===== config.mk =====
export PLATFORM = sky130hd
export DESIGN_NAME = phase_lock_detector_flat
export DESIGN_NICKNAME = d
export VERILOG_FILES = /design/src/rtl/phase_lock_detector_if.sv /design/src/rtl/phase_lock_detector.sv /design/src/flat_wrapper.sv
export SDC_FILE = /design/constraint.sdc
export NUM_CORES = 1
export LEC_CHECK = 0
export ABC_AREA = 1
export CAP_MARGIN = 5
export CORE_MARGIN = 2
export CORE_UTILIZATION = 61
export DETAILED_ROUTE_END_ITERATION = 7
export PLACE_DENSITY = 0.83
export SYNTH_ARGS = -nofsm -noshare
export SYNTH_HDL_FRONTEND = slang
export SYNTH_SLANG_ARGS = --single-unit

===== constraint.sdc =====
create_clock -name clk -period 7 [get_ports clk]
set_input_delay 1.4 -clock clk [delete_from_list [all_inputs] [get_ports clk]]
set_output_delay 1.4 -clock clk [all_outputs]
set_load 0.01 [all_outputs]

===== src/rtl/phase_lock_detector_if.sv =====
// Reference/feedback inputs and lock-status outputs of the lock detector.
interface phase_lock_detector_if #(
  parameter int CNT_WIDTH = 20
);
  logic                 refIn;
  logic                 fbIn;
  logic                 locked;
  logic [1:0]           lockState;
  logic [CNT_WIDTH-1:0] refPeriod;
  logic [CNT_WIDTH-1:0] phaseErr;
  logic                 evalValid;
  logic                 refLost;

  modport master (
    output refIn, fbIn,
    input  locked, lockState, refPeriod,
    input  phaseErr, evalValid, refLost
  );

  modport slave (
    input  refIn, fbIn,
    output locked, lockState, refPeriod,
    output phaseErr, evalValid, refLost
  );
endinterface


===== src/rtl/phase_lock_detector.sv =====
// Measures reference period and ref-to-feedback phase, judges each period,
// and runs a hysteretic lock FSM over those judgements.
module phase_lock_detector #(
  parameter int CNT_WIDTH    = 20,
  parameter int WINDOW       = 4,
  parameter int LOCK_COUNT   = 16,
  parameter int UNLOCK_COUNT = 4
) (
  input logic                  clk,
  input logic                  reset,
  phase_lock_detector_if.slave bus
);
  localparam int GW = $clog2(LOCK_COUNT + 1);
  localparam int BW = $clog2(UNLOCK_COUNT + 1);
  localparam logic [CNT_WIDTH-1:0] WIN = CNT_WIDTH'(WINDOW);
  localparam logic [GW-1:0] GMAX = GW'(LOCK_COUNT);
  localparam logic [BW-1:0] BMAX = BW'(UNLOCK_COUNT);

  typedef enum logic [1:0] {
    UNLOCKED  = 2'd0,
    ACQUIRING = 2'd1,
    LOCKED    = 2'd2,
    LOSING    = 2'd3
  } state_t;

  logic [2:0]           r_ref_sync;
  logic [2:0]           r_fb_sync;
  logic [CNT_WIDTH-1:0] r_cnt;
  logic [CNT_WIDTH-1:0] r_phase;
  logic [CNT_WIDTH-1:0] r_period;
  logic [CNT_WIDTH-1:0] r_phase_err;
  logic                 r_fb_seen;
  logic                 r_fb_multi;
  logic                 r_primed;
  logic                 r_eval;
  logic                 r_lost;
  state_t               r_state;
  logic [GW-1:0]        r_good_cnt;
  logic [BW-1:0]        r_bad_cnt;

  logic                 w_ref_p;
  logic                 w_fb_p;
  logic                 w_sat;
  logic                 w_timeout;
  logic                 w_eval;
  logic                 w_good;
  logic [CNT_WIDTH-1:0] w_inc;
  logic [CNT_WIDTH-1:0] w_lo;
  logic [GW-1:0]        w_good_inc;
  logic [BW-1:0]        w_bad_inc;
  state_t               w_state_nx;
  logic [GW-1:0]        w_good_nx;
  logic [BW-1:0]        w_bad_nx;

  // Bit 0/1 synchronize, bit 2 holds the previous level for edge detection.
  assign w_ref_p    = r_ref_sync[1] & ~r_ref_sync[2];
  assign w_fb_p     = r_fb_sync[1] & ~r_fb_sync[2];
  assign w_sat      = &r_cnt;
  assign w_inc      = w_sat ? r_cnt : r_cnt + 1'b1;
  assign w_timeout  = w_sat & ~w_ref_p;
  assign w_eval     = w_ref_p & r_primed;
  assign w_lo       = (w_inc > WIN) ? w_inc - WIN : '0;
  assign w_good     = r_fb_seen & ~r_fb_multi &
                      ((r_phase <= WIN) | (r_phase >= w_lo));
  assign w_good_inc = r_good_cnt + 1'b1;
  assign w_bad_inc  = r_bad_cnt + 1'b1;

  always_ff @(posedge clk or posedge reset) begin
    if (reset) begin
      r_ref_sync  <= '0;
      r_fb_sync   <= '0;
      r_cnt       <= '0;
      r_phase     <= '0;
      r_period    <= '0;
      r_phase_err <= '0;
      r_fb_seen   <= 1'b0;
      r_fb_multi  <= 1'b0;
      r_primed    <= 1'b0;
      r_eval      <= 1'b0;
      r_lost      <= 1'b0;
    end else begin
      r_ref_sync <= {r_ref_sync[1:0], bus.refIn};
      r_fb_sync  <= {r_fb_sync[1:0], bus.fbIn};
      r_cnt      <= w_ref_p ? '0 : w_inc;
      r_eval     <= w_eval;
      if (w_eval) r_phase_err <= r_phase;
      if (w_ref_p) begin
        // A coincident fb edge opens the new period at phase 0.
        r_period   <= w_inc;
        r_primed   <= 1'b1;
        r_lost     <= 1'b0;
        r_phase    <= '0;
        r_fb_seen  <= w_fb_p;
        r_fb_multi <= 1'b0;
      end else begin
        if (w_timeout) begin
          r_primed <= 1'b0;
          r_lost   <= 1'b1;
        end
        if (w_fb_p) begin
          if (r_fb_seen) begin
            r_fb_multi <= 1'b1;
          end else begin
            r_phase   <= w_inc;
            r_fb_seen <= 1'b1;
          end
        end
      end
    end
  end

  always_ff @(posedge clk or posedge reset) begin
    if (reset) begin
      r_state    <= UNLOCKED;
      r_good_cnt <= '0;
      r_bad_cnt  <= '0;
    end else begin
      r_state    <= w_state_nx;
      r_good_cnt <= w_good_nx;
      r_bad_cnt  <= w_bad_nx;
    end
  end

  always_comb begin
    w_state_nx = r_state;
    w_good_nx  = r_good_cnt;
    w_bad_nx   = r_bad_cnt;
    if (w_timeout) begin
      w_state_nx = UNLOCKED;
      w_good_nx  = '0;
      w_bad_nx   = '0;
    end else if (w_eval) begin
      unique case (r_state)
        UNLOCKED: begin
          if (w_good) begin
            w_state_nx = ACQUIRING;
            w_good_nx  = GW'(1);
          end
        end
        ACQUIRING: begin
          if (!w_good) begin
            w_state_nx = UNLOCKED;
            w_good_nx  = '0;
          end else if (w_good_inc == GMAX) begin
            w_state_nx = LOCKED;
            w_good_nx  = '0;
          end else begin
            w_good_nx = w_good_inc;
          end
        end
        LOCKED: begin
          if (!w_good) begin
            w_state_nx = LOSING;
            w_bad_nx   = BW'(1);
          end
        end
        LOSING: begin
          if (w_good) begin
            w_state_nx = LOCKED;
            w_bad_nx   = '0;
          end else if (w_bad_inc == BMAX) begin
            w_state_nx = UNLOCKED;
            w_bad_nx   = '0;
          end else begin
            w_bad_nx = w_bad_inc;
          end
        end
        default: w_state_nx = UNLOCKED;
      endcase
    end
  end

  assign bus.locked    = r_state[1];
  assign bus.lockState = r_state;
  assign bus.refPeriod = r_period;
  assign bus.phaseErr  = r_phase_err;
  assign bus.evalValid = r_eval;
  assign bus.refLost   = r_lost;
endmodule


===== src/flat_wrapper.sv =====
// flat-port wrapper written by rule: the top's interface ports become plain ports
module phase_lock_detector_flat 
#(
  parameter int CNT_WIDTH    = 20,
  parameter int WINDOW       = 4,
  parameter int LOCK_COUNT   = 16,
  parameter int UNLOCK_COUNT = 4
)
  (clk, reset, bus_refIn, bus_fbIn, bus_locked, bus_lockState, bus_refPeriod, bus_phaseErr, bus_evalValid, bus_refLost);
  phase_lock_detector_if #(.CNT_WIDTH(CNT_WIDTH)) bus_i ();
  input logic clk;
  input logic reset;
  input wire logic [$bits(bus_i.refIn)-1:0] bus_refIn;
  input wire logic [$bits(bus_i.fbIn)-1:0] bus_fbIn;
  output wire logic [$bits(bus_i.locked)-1:0] bus_locked;
  output wire logic [$bits(bus_i.lockState)-1:0] bus_lockState;
  output wire logic [$bits(bus_i.refPeriod)-1:0] bus_refPeriod;
  output wire logic [$bits(bus_i.phaseErr)-1:0] bus_phaseErr;
  output wire logic [$bits(bus_i.evalValid)-1:0] bus_evalValid;
  output wire logic [$bits(bus_i.refLost)-1:0] bus_refLost;
  assign bus_i.refIn = bus_refIn;
  assign bus_i.fbIn = bus_fbIn;
  assign bus_locked = bus_i.locked;
  assign bus_lockState = bus_i.lockState;
  assign bus_refPeriod = bus_i.refPeriod;
  assign bus_phaseErr = bus_i.phaseErr;
  assign bus_evalValid = bus_i.evalValid;
  assign bus_refLost = bus_i.refLost;
  phase_lock_detector #(.CNT_WIDTH(CNT_WIDTH), .WINDOW(WINDOW), .LOCK_COUNT(LOCK_COUNT), .UNLOCK_COUNT(UNLOCK_COUNT)) u_core (.clk(clk), .reset(reset), .bus(bus_i));
endmodule

# After elaboration in Yosys (flattened, before gate mapping)
# Index checks and enable logic that the tools add are counted.
[word_totals]
out_inout_bits = 45
memories = 0
wordCells = 91
ram_bits = 0
register_bits = 101
rom_bits = 0
latch_bits = 0
input_bits = 4
[classes]
n_reduce_logical = 13
magnitude_cmp = 3
eq_ne = 10
addsub = 4
shifts = 0
n_bitwise = 11
div_mod_pow = 0
n_mux = 36
n_mul = 0
[ops]
columns = ["op", "n"]
rows = [
  ["two-way mux 20 bit", 6],
  ["two-way mux 5 bit", 5],
  ["adder 20 x 1 -> 20 bit (second input constant)", 1],
  [">= comparator 20 bit", 1],
  ["> comparator 20 x 3 -> 1 bit (second input constant)", 1],
  ["<= comparator 20 x 3 -> 1 bit (second input constant)", 1],
  ["AND reduction 20 bit", 1],
  ["subtractor 20 x 3 -> 20 bit (second input constant)", 1],
  ["two-way mux 2 bit", 8],
  ["two-way mux 3 bit", 5],
  ["one-hot mux 5 bit (2 select lines)", 1],
  ["two-way mux 1 bit", 9],
  ["one-hot mux 2 bit (4 select lines)", 1],
  ["nonzero test 2 bit", 4],
  ["AND 1 bit", 6],
  ["one-hot mux 3 bit (2 select lines)", 1],
  ["AND reduction 3 bit", 2],
  ["nonzero test 3 bit", 2],
  ["adder 5 x 1 -> 5 bit (second input constant)", 1],
  ["equality test 5 bit (second input constant)", 1],
  ["AND reduction 5 bit", 1],
  ["equality test 2 bit (second input constant)", 2],
  ["!= test 4 x 1 -> 1 bit (second input constant)", 1],
  ["!= test 4 x 3 -> 1 bit (second input constant)", 1],
  ["other kinds (10)", 14],
]

# Logic depth before layout (Yosys ltp)
# Gate-level depths: netlist (run 1).
[depth]
word_depth = 11
ltp_mapped = 32
depth_no_buf = 31

# Least setup slack after synthesis (run 1)
# No wires, ideal clock.
[synth_timing]
path_kind = "flip-flop to flip-flop"
start = "register u_core.r_cnt[0]"
end = "register u_core.r_good_cnt[0]"
period_less_slack_ps = 3720
arrival_time_ps = 3598
stages_incl_launch_ff = 31
required_time_ps = 6878
setup_ps = 122
n_path_buf = 1
path_slack_ps = 3280
cell_sequence = "dfrtp_1 ha_1 nand2_1 nand3b_1 nor2_2 nand2_4 buf_6 nand2_1 inv_1 ha_1 nand3_2 nor2_1 nand2_1 inv_2 nand2_1 nand2_1 nand3_1 ha_1 nand2_1 nor2_1 nand4_1 a21oi_1 nor2_1 nand2_1 nand2_1 nand2_1 nand3_1 nand2_1 inv_1 nand2_1 nand2_1"
[synth_via]
elab_chain_len = 11
word_cells_on_any_way = 18
cone_classes = "add/sub (2); order compare (2); eq/ne (1); mux (6); bitwise (3); reduce/logical (4)"
[synth_rtl]
columns = ["element", "line", "rtl"]
rows = [
  ["from (decl)", "phase_lock_detector.sv:28", "logic [CNT_WIDTH-1:0] r_cnt;"],
  ["from (signal assigned)", "phase_lock_detector.sv:84", "r_cnt <= w_ref_p ? '0 : w_inc;"],
  ["adder 20 x 1 -> 20 bit / AND reduction 20 bit (equally long branches)", "phase_lock_detector.sv:59, phase_lock_detector.sv:58", ""],
  ["two-way mux 20 bit *", "phase_lock_detector.sv:59", "assign w_inc = w_sat ? r_cnt : r_cnt + 1'b1;"],
  ["named net u_core.w_inc[2]", "phase_lock_detector.sv:47", "logic [CNT_WIDTH-1:0] w_inc;"],
  ["subtractor 20 x 3 -> 20 bit / > comparator 20 x 3 -> 1 bit (equally long branches)", "phase_lock_detector.sv:62", "assign w_lo = (w_inc > WIN) ? w_inc - WIN : '0;"],
  ["two-way mux 20 bit *", "phase_lock_detector.sv:62", ""],
  [">= comparator 20 bit *", "phase_lock_detector.sv:64", "((r_phase <= WIN) | (r_phase >= w_lo));"],
  ["bitwise OR 1 bit *", "phase_lock_detector.sv:64", ""],
  ["AND 1 bit *", "phase_lock_detector.sv:63", "assign w_good = r_fb_seen & ~r_fb_multi &"],
  ["two-way mux 5 bit", "phase_lock_detector.sv:141", "if (!w_good) begin"],
  ["one-hot mux 5 bit (2 select lines)", "phase_lock_detector.sv:133", "unique case (r_state)"],
  ["two-way mux 5 bit", "phase_lock_detector.sv:132", "end else if (w_eval) begin"],
  ["two-way mux 5 bit", "phase_lock_detector.sv:128", "if (w_timeout) begin"],
  ["to (signal assigned)", "phase_lock_detector.sv:119", "r_good_cnt <= w_good_nx;"],
  ["to (decl)", "phase_lock_detector.sv:38", "logic [GW-1:0] r_good_cnt;"],
]
# Mark *: on every way through the listed nets, which the timed path passes. The rest lies on a longest branch. The select of a mux whose other input is x is not followed.
# A chain may end at the register's enable or synchronous reset.

# Worst setup path after layout (run 1)
[layout_timing]
start = "register u_core.r_cnt[0]"
end = "register u_core.r_good_cnt[1]"
[layout_via]
elab_chain_len = 11
word_cells_on_any_way = 18
cone_classes = "add/sub (2); order compare (2); eq/ne (1); mux (6); bitwise (3); reduce/logical (4)"
[layout_rtl]
columns = ["element", "line"]
rows = [
  ["adder 20 x 1 -> 20 bit / AND reduction 20 bit (equally long branches)", "phase_lock_detector.sv:59, phase_lock_detector.sv:58"],
  ["two-way mux 20 bit", "phase_lock_detector.sv:59"],
  ["subtractor 20 x 3 -> 20 bit / > comparator 20 x 3 -> 1 bit (equally long branches)", "phase_lock_detector.sv:62"],
  ["two-way mux 20 bit", "phase_lock_detector.sv:62"],
  [">= comparator 20 bit", "phase_lock_detector.sv:64"],
  ["bitwise OR 1 bit", "phase_lock_detector.sv:64"],
  ["AND 1 bit", "phase_lock_detector.sv:63"],
  ["two-way mux 5 bit", "phase_lock_detector.sv:141"],
  ["one-hot mux 5 bit (2 select lines)", "phase_lock_detector.sv:133"],
  ["two-way mux 5 bit", "phase_lock_detector.sv:132"],
  ["two-way mux 5 bit", "phase_lock_detector.sv:128"],
]
# Parallel ways exist; a longest one is shown, timed or not. The select of a mux whose other input is x is not followed.

==> results of run 1 <==
-- cell type report --
cell class | count | area [µm²] | share of cell area (%)
repair buffers | 52 | 510 | 7.91
multi-input cells | 520 | 2720 | 42.0
clock buffers | 10 | 138 | 2.13
flip-flops and latches | 101 | 2530 | 39.1
well taps | 111 | 139 | 2.15
inverters | 101 | 382 | 5.91
clock inverters | 6 | 46.3 | 0.717
-- logic make-up (layout without fill, tap and decap cells) --
family	Yosys count	count (layout)	synth area share (%)
AND/OR/NAND/NOR	393	393	31.9
buffers and inverters	118	169	8.16
flip-flops	101	101	44.3
AO/OA/AOI/OAI	88	88	7.96
adder cells (fa/ha/maj)	26	26	5.70
XOR/XNOR	13	13	2.00
-- final timing paths --
kind,startpoint,endpoint,depth (start not counted)
worst max-delay path,u_core.r_cnt[0]$_DFF_PP0_,u_core.r_good_cnt[1]$_DFFE_PP0P_,25
max in group asynchronous,reset,u_core.bus.refPeriod[6]$_DFFE_PP0P_,3
worst min-delay path,u_core.r_fb_sync[0]$_DFF_PP0_,u_core.r_fb_sync[1]$_DFF_PP0_,0
worst max register to register,u_core.r_cnt[0]$_DFF_PP0_,u_core.r_good_cnt[1]$_DFFE_PP0P_,25
min in group asynchronous,reset,u_core.r_fb_sync[1]$_DFF_PP0_,2
worst min register to register,u_core.r_fb_sync[0]$_DFF_PP0_,u_core.r_fb_sync[1]$_DFF_PP0_,0
-- cell usage after synthesis, types with 6 or more instances --
cell / instances / area, µm²
a21oi_1: 8 / 40.0
clkbuf_1: 14 / 52.6
dfrtp_1: 101 / 2530
ha_1: 26 / 325
inv_1: 92 / 345
inv_2: 8 / 30.0
nand2_1: 206 / 773
nand2_2: 10 / 62.6
nand3_1: 54 / 270
nand3_2: 8 / 80.1
nand4_1: 12 / 75.1
nor2_1: 70 / 263
nor2_2: 6 / 37.5
nor2_4: 6 / 67.6
o21ai_0: 70 / 350
xor2_1: 9 / 78.8
-- registers in the layout, indices dropped and copies added (netlist names) --
| signal | cells |
|---|---|
| u_core.r_fb_multi | 1 |
| u_core.r_primed | 1 |
| u_core.r_ref_sync | 3 |
| u_core.r_cnt | 20 |
| u_core.bus.lockState | 2 |
| u_core.bus.refPeriod | 20 |
| u_core.r_good_cnt | 5 |
| u_core.r_fb_sync | 3 |
| u_core.bus.phaseErr | 20 |
| u_core.bus.evalValid | 1 |
| u_core.bus.refLost | 1 |
| u_core.r_phase | 20 |
| u_core.r_bad_cnt | 3 |
| u_core.r_fb_seen | 1 |
-- metrics by stage --
stage	area (µm²)	setup slack, ps	total power, W	hold slack, ps
finish	6460	2540	0.00178	360
global route	6460	2050	0.00190	366
CTS	6460	2570	0.00177	362
detailed placement	6270	2580	0.00142	340
global placement	6270	2820	0.00140	335
floorplan	5700	2950	0.00123	331
-- per-layer routing --
layer,GRT usage (%),part of all wire [%]
met3,5.06,6.1
met2,47.8,46
met5,0,0
met4,7.48,1.8
met1,43.4,46
-- where the power goes --
group	switching (W)	leakage (nW)	internal, W
Clock	0.000209	0.0946	0.000142
Sequential	0.0000515	1.36	0.000633
Combinational	0.000477	1.83	0.000267
Total	0.000738	3.29	0.00104
==> results.json, run 1 <==
{
  "total_leakage_power_nw": 3.29,
  "cts_buffers": 9,
  "grt_max_degree": 57,
  "ys.flop_type": "dfrtp_1",
  "cp.required_ps": 7270,
  "yosys_warnings": 0,
  "cp_slowest_cell": "dfrtp_1",
  "io_buffers": 48,
  "drt_iter0_markers": 459,
  "ctsResizeCount": 0,
  "critPathBufInv": 1,
  "grt-ovfl-total": 0,
  "synth_cell_type_count": 35,
  "crit_top_cell": "nand2_1",
  "grt_pass1_vias": 4715,
  "drc": 0,
  "endpoint_kind": "flop",
  "period_needed_ps": 4460,
  "fin_crit_sh_pct": 63.8,
  "fmax_mhz": 224,
  "final_cells": 901,
  "clk_path_buf_depth": 2,
  "gp_congestion": 1.00,
  "wl_per_cell_um": 16.1,
  "final_hold_viol_count": 0,
  "tns_ps": 0,
  "ios": 49,
  "num_antenna_cells": 0,
  "path_max_fanout": 19,
  "drv_cap": 0,
  "critPathArrivalTime_ps": 4730,
  "synth_edf_count": 0,
  "final_antenna_net_count": 0,
  "synth_nets": 769,
  "area_growth_pct": 13.2,
  "utilization_pct": 70.6,
  "crit_family": "simple AND/OR/NAND/NOR gates",
  "nFillCells": 777,
  "path_class": "reg -> reg",
  "vias_per_cell": 5.51,
  "die_area_mm2": 0.0101,
  "layout-drive-gt1-share_pct": 8.86,
  "slew_headroom_pct": 32.2,
  "final_cell_mix": "206 x nand2_1, 101 x dfrtp_1, 91 x inv_1",
  "clk_pin_slew_ps": 110,
  "die_y_um": 101,
  "fin_skew_ps": 14.6,
  "rsz0062_at_grt": "no",
  "final_common_cell": "nand2_1",
  "grt_pass1_wl_um": 23600,
  "die_width_um": 101,
  "cts_tree": "yes",
  "ys_async_sr_fraction_pct": 100,
  "ctsHoldBuffers": 0,
  "avgSynthCellArea_um2": 7.72,
  "synth_seq_cells": 101,
  "tightestPinTransition_ps": 1020,
  "post_cts_buffers": 0,
  "ys_seq_area_share_pct": 44.3,
  "coreArea_mm2": 0.00915,
  "peakVddDrop_mv": 0.177,
  "htreeDepth": 3,
  "drv_slew": 0,
  "totalWireLength_um": 14500,
  "cpPeakStageDelay_ps": 460,
  "setup_viol": 0,
  "grt_antenna_before_repair": 0,
  "layout.nets": 815,
  "start_util_pct": 62.3,
  "insertion_delay_ps": 370,
  "synth_area_mm2": 0.00570,
  "clock_sinks": 101,
  "cts-root-buf": "clkbuf_8",
  "status": "complete, no violations",
  "pwr_density_cell_mw_per_mm2": 276,
  "hpwlAfterDp_um": 11200,
  "place_inst": 885,
  "grt.total_usage_pct": 30.1,
  "syn_inst": 739,
  "row_count": 35,
  "drtPass1Iterations": 5,
  "hold_class": "reg -> reg",
  "reg2reg_setup_slack_ps": 2540,
  "startpoint_type": "flop",
  "vias": 4965
}
Note: power is estimated with default switching activity, not from simulation.
==> run 2, diff against run 1 <==
CORE_UTILIZATION = 53   (was 61)
PLACE_DENSITY = 0.77   (was 0.83)
clock period = 3.79 ns   (was 7 ns; I/O delays follow)
==> run 2 against run 1 <==
Effect of this change: the flow now finishes with violations (setup timing); non-clock buffer count is 65 higher; die area increased by 14%; count of clock-buffer cells in the layout did not move; cell area grew 19%; critical endpoint is now u_core.r_good_cnt[0]$_DFFE_PP0P_; highest routed layer unchanged.
==> results.json, run 2 (synthesized netlist as in run 1, its figures left out) <==
{
  "cts_tree": "yes",
  "num_antenna_cells": 0,
  "start_util_pct": 55.0,
  "p_int_w": 0.00249,
  "die_area_mm2": 0.0116,
  "clkPwrFrac_pct": 17.8,
  "die_y_um": 108,
  "ios": 49,
  "path_class": "reg -> reg",
  "crit_top_cell": "nand2_4",
  "grt_max_degree": 54,
  "io_buffers": 48,
  "multi_input_area_mm2": 0.00334,
  "hold_class": "reg -> reg",
  "fmax_mhz": 256,
  "insertion_delay_ps": 380,
  "hpwlAfterDp_um": 11700,
  "area_growth_pct": 35.2,
  "reg2reg_setup_slack_ps": -120,
  "clk_pin_slew_ps": 110,
  "cp_slowest_cell": "dfrtp_1",
  "peakVddDrop_mv": 0.312,
  "grt_pass1_wl_um": 26000,
  "critPathBufInv": 5,
  "pwr_density_cell_mw_per_mm2": 546,
  "power_frac_comb_pct": 52.1,
  "drtPass1Iterations": 5,
  "layout.nets": 881,
  "stdcell_area_mm2": 0.00771,
  "place_area_mm2": 0.00665,
  "fin_skew_ps": 21.1,
  "clk_path_buf_depth": 2,
  "grt.total_usage_pct": 28.7,
  "endpoint_kind": "flop",
  "sequentialPowerShare_pct": 30.1,
  "slew_headroom_pct": 13.8,
  "grt-ovfl-total": 0,
  "final_cell_mix": "177 x nand2_1, 100 x dfrtp_1, 83 x inv_1",
  "startpoint_type": "flop",
  "ff_latch_area_mm2": 0.00253,
  "r2r_cells": 29,
  "nFillCells": 745,
  "final_antenna_net_count": 0,
  "place_inst": 954,
  "setup_viol": 10,
  "drt_iter0_markers": 552,
  "vias_per_cell": 5.53,
  "cpPeakStageDelay_ps": 420,
  "drc": 0,
  "clock_sinks": 101,
  "r2r_end": "u_core.r_good_cnt[0]$_DFFE_PP0P_",
  "final_hold_viol_count": 0,
  "cts-root-buf": "clkbuf_8",
  "layout-drive-gt1-share_pct": 27.1,
  "status": "complete, but fails checks",
  "grt_pass1_vias": 5249,
  "rsz0062_at_grt": "yes",
  "tightestPinTransition_ps": 1290,
  "htreeDepth": 3,
  "drv_slew": 0,
  "failed_checks": "setup timing",
  "min_path_cells": 0,
  "row_count": 37,
  "worstHoldStart": "u_core.r_fb_sync[0]$_DFF_PP0_",
  "hold_path_end": "u_core.r_fb_sync[1]$_DFF_PP0_",
  "gp_congestion": 0.931,
  "ctsHoldBuffers": 0,
  "period_needed_ps": 3910,
  "p_switching_w": 0.00172,
  "total_leakage_power_nw": 3.80,
  "swShare_pct": 40.9,
  "fin_crit_sh_pct": 103,
  "wl_per_cell_um": 17.2,
  "path_max_fanout": 7,
  "cp.required_ps": 4060,
  "timing.final.ws_setup_ps": -122,
  "critPathArrivalTime_ps": 4190,
  "final_cells": 991,
  "cts_buffers": 9,
  "die_width_um": 108,
  "totalWireLength_um": 17100,
  "coreArea_mm2": 0.0104,
  "crit_family": "simple AND/OR/NAND/NOR gates",
  "final_common_cell": "nand2_1",
  "drv_cap": 0,
  "grt_antenna_before_repair": 0,
  "vias": 5476,
  "rr_startpoint": "u_core.r_cnt[1]$_DFF_PP0_"
}
-- run 2: changes by cell type in the layout (fill, tap and decap cells not counted), sizes merged --
| cell | previous run | this run |
|---|---|---|
| buf | 4 | 68 |
| bufinv | 0 | 2 |
| clkbuf | 10 | 11 |
| nand3 | 63 | 64 |
| clkinv | 4 | 0 |
| clkinvlp | 1 | 2 |
-- run 2: cell type report --
class	count	area share, %
Multi-Input combinational cell	521	43.3
Sequential cell	101	32.8
Timing Repair Buffer	117	14.0
Inverter	101	5.01
Tap cell	136	2.21
Clock buffer	10	1.65
Clock inverter	5	1.09
-- run 2: worst reg2reg max path: cells and delay by family (launching register included) --
family	cells	cell delay, ps
compound gates	1	160
xor+xnor	1	170
fa+ha+maj	2	330
buf+inv	5	610
flops	1	420
simple gates	20	2100
-- run 2: metrics by stage --
step | setup TNS [ps] | worst slack, ps | hold slack, ps | util [%] | power (W)
final | -982 | -122 | 362 | 74.4 | 0.00422
after global routing | -3560 | -380 | 377 | 74.4 | 0.00447
after CTS | 0 | 9.10 | 367 | 67.8 | 0.00366
after detailed placement | -1850 | -265 | 344 | 64.1 | 0.00280
after global placement | -920 | -157 | 336 | 64.1 | 0.00274
after floorplan | 0 | 69.9 | 331 | - | 0.00227
-- run 2: worst max-delay path by stage --
stage / start / to / slack (ps) / cells after the start
after floorplan: u_core.r_cnt[0]$_DFF_PP0_ / u_core.r_good_cnt[0]$_DFFE_PP0P_ / 70 / 30
after global placement: u_core.r_cnt[0]$_DFF_PP0_ / u_core.r_good_cnt[0]$_DFFE_PP0P_ / -160 / 28
after detailed placement: u_core.r_cnt[0]$_DFF_PP0_ / u_core.r_good_cnt[0]$_DFFE_PP0P_ / -270 / 26
after CTS: u_core.r_cnt[1]$_DFF_PP0_ / u_core.r_good_cnt[0]$_DFFE_PP0P_ / 9 / 28
after global routing: u_core.r_cnt[1]$_DFF_PP0_ / u_core.bus.lockState[1]$_DFFE_PP0P_ / -380 / 30
final: u_core.r_cnt[1]$_DFF_PP0_ / u_core.r_good_cnt[0]$_DFFE_PP0P_ / -120 / 29
-- run 2: repair_timing --
action	CTS	global route
gates resized for setup	27	124
buffers inserted	4	17
gates cloned	1	1
endpoints found under the setup margin	10	10
pin swaps	5	35
-- run 2: metal layers --
metal | GRT usage [%] | up-vias | wire (µm)
li1 | - | 2574 | -
met1 | 40.9 | 2630 | 7380
met2 | 44.6 | 214 | 8120
met3 | 4.18 | 58 | 1010
met4 | 10.6 | 0 | 566
met5 | 0 | - | 0
-- run 2: power groups by stage --
stage	clock network [W]	logic [W]	registers, W
after floorplan	0	0.000991	0.00128
after global placement	0	0.00147	0.00127
after detailed placement	0	0.00152	0.00127
after CTS	0.000753	0.00165	0.00126
after global routing	0.000796	0.00239	0.00128
final	0.000749	0.00220	0.00127
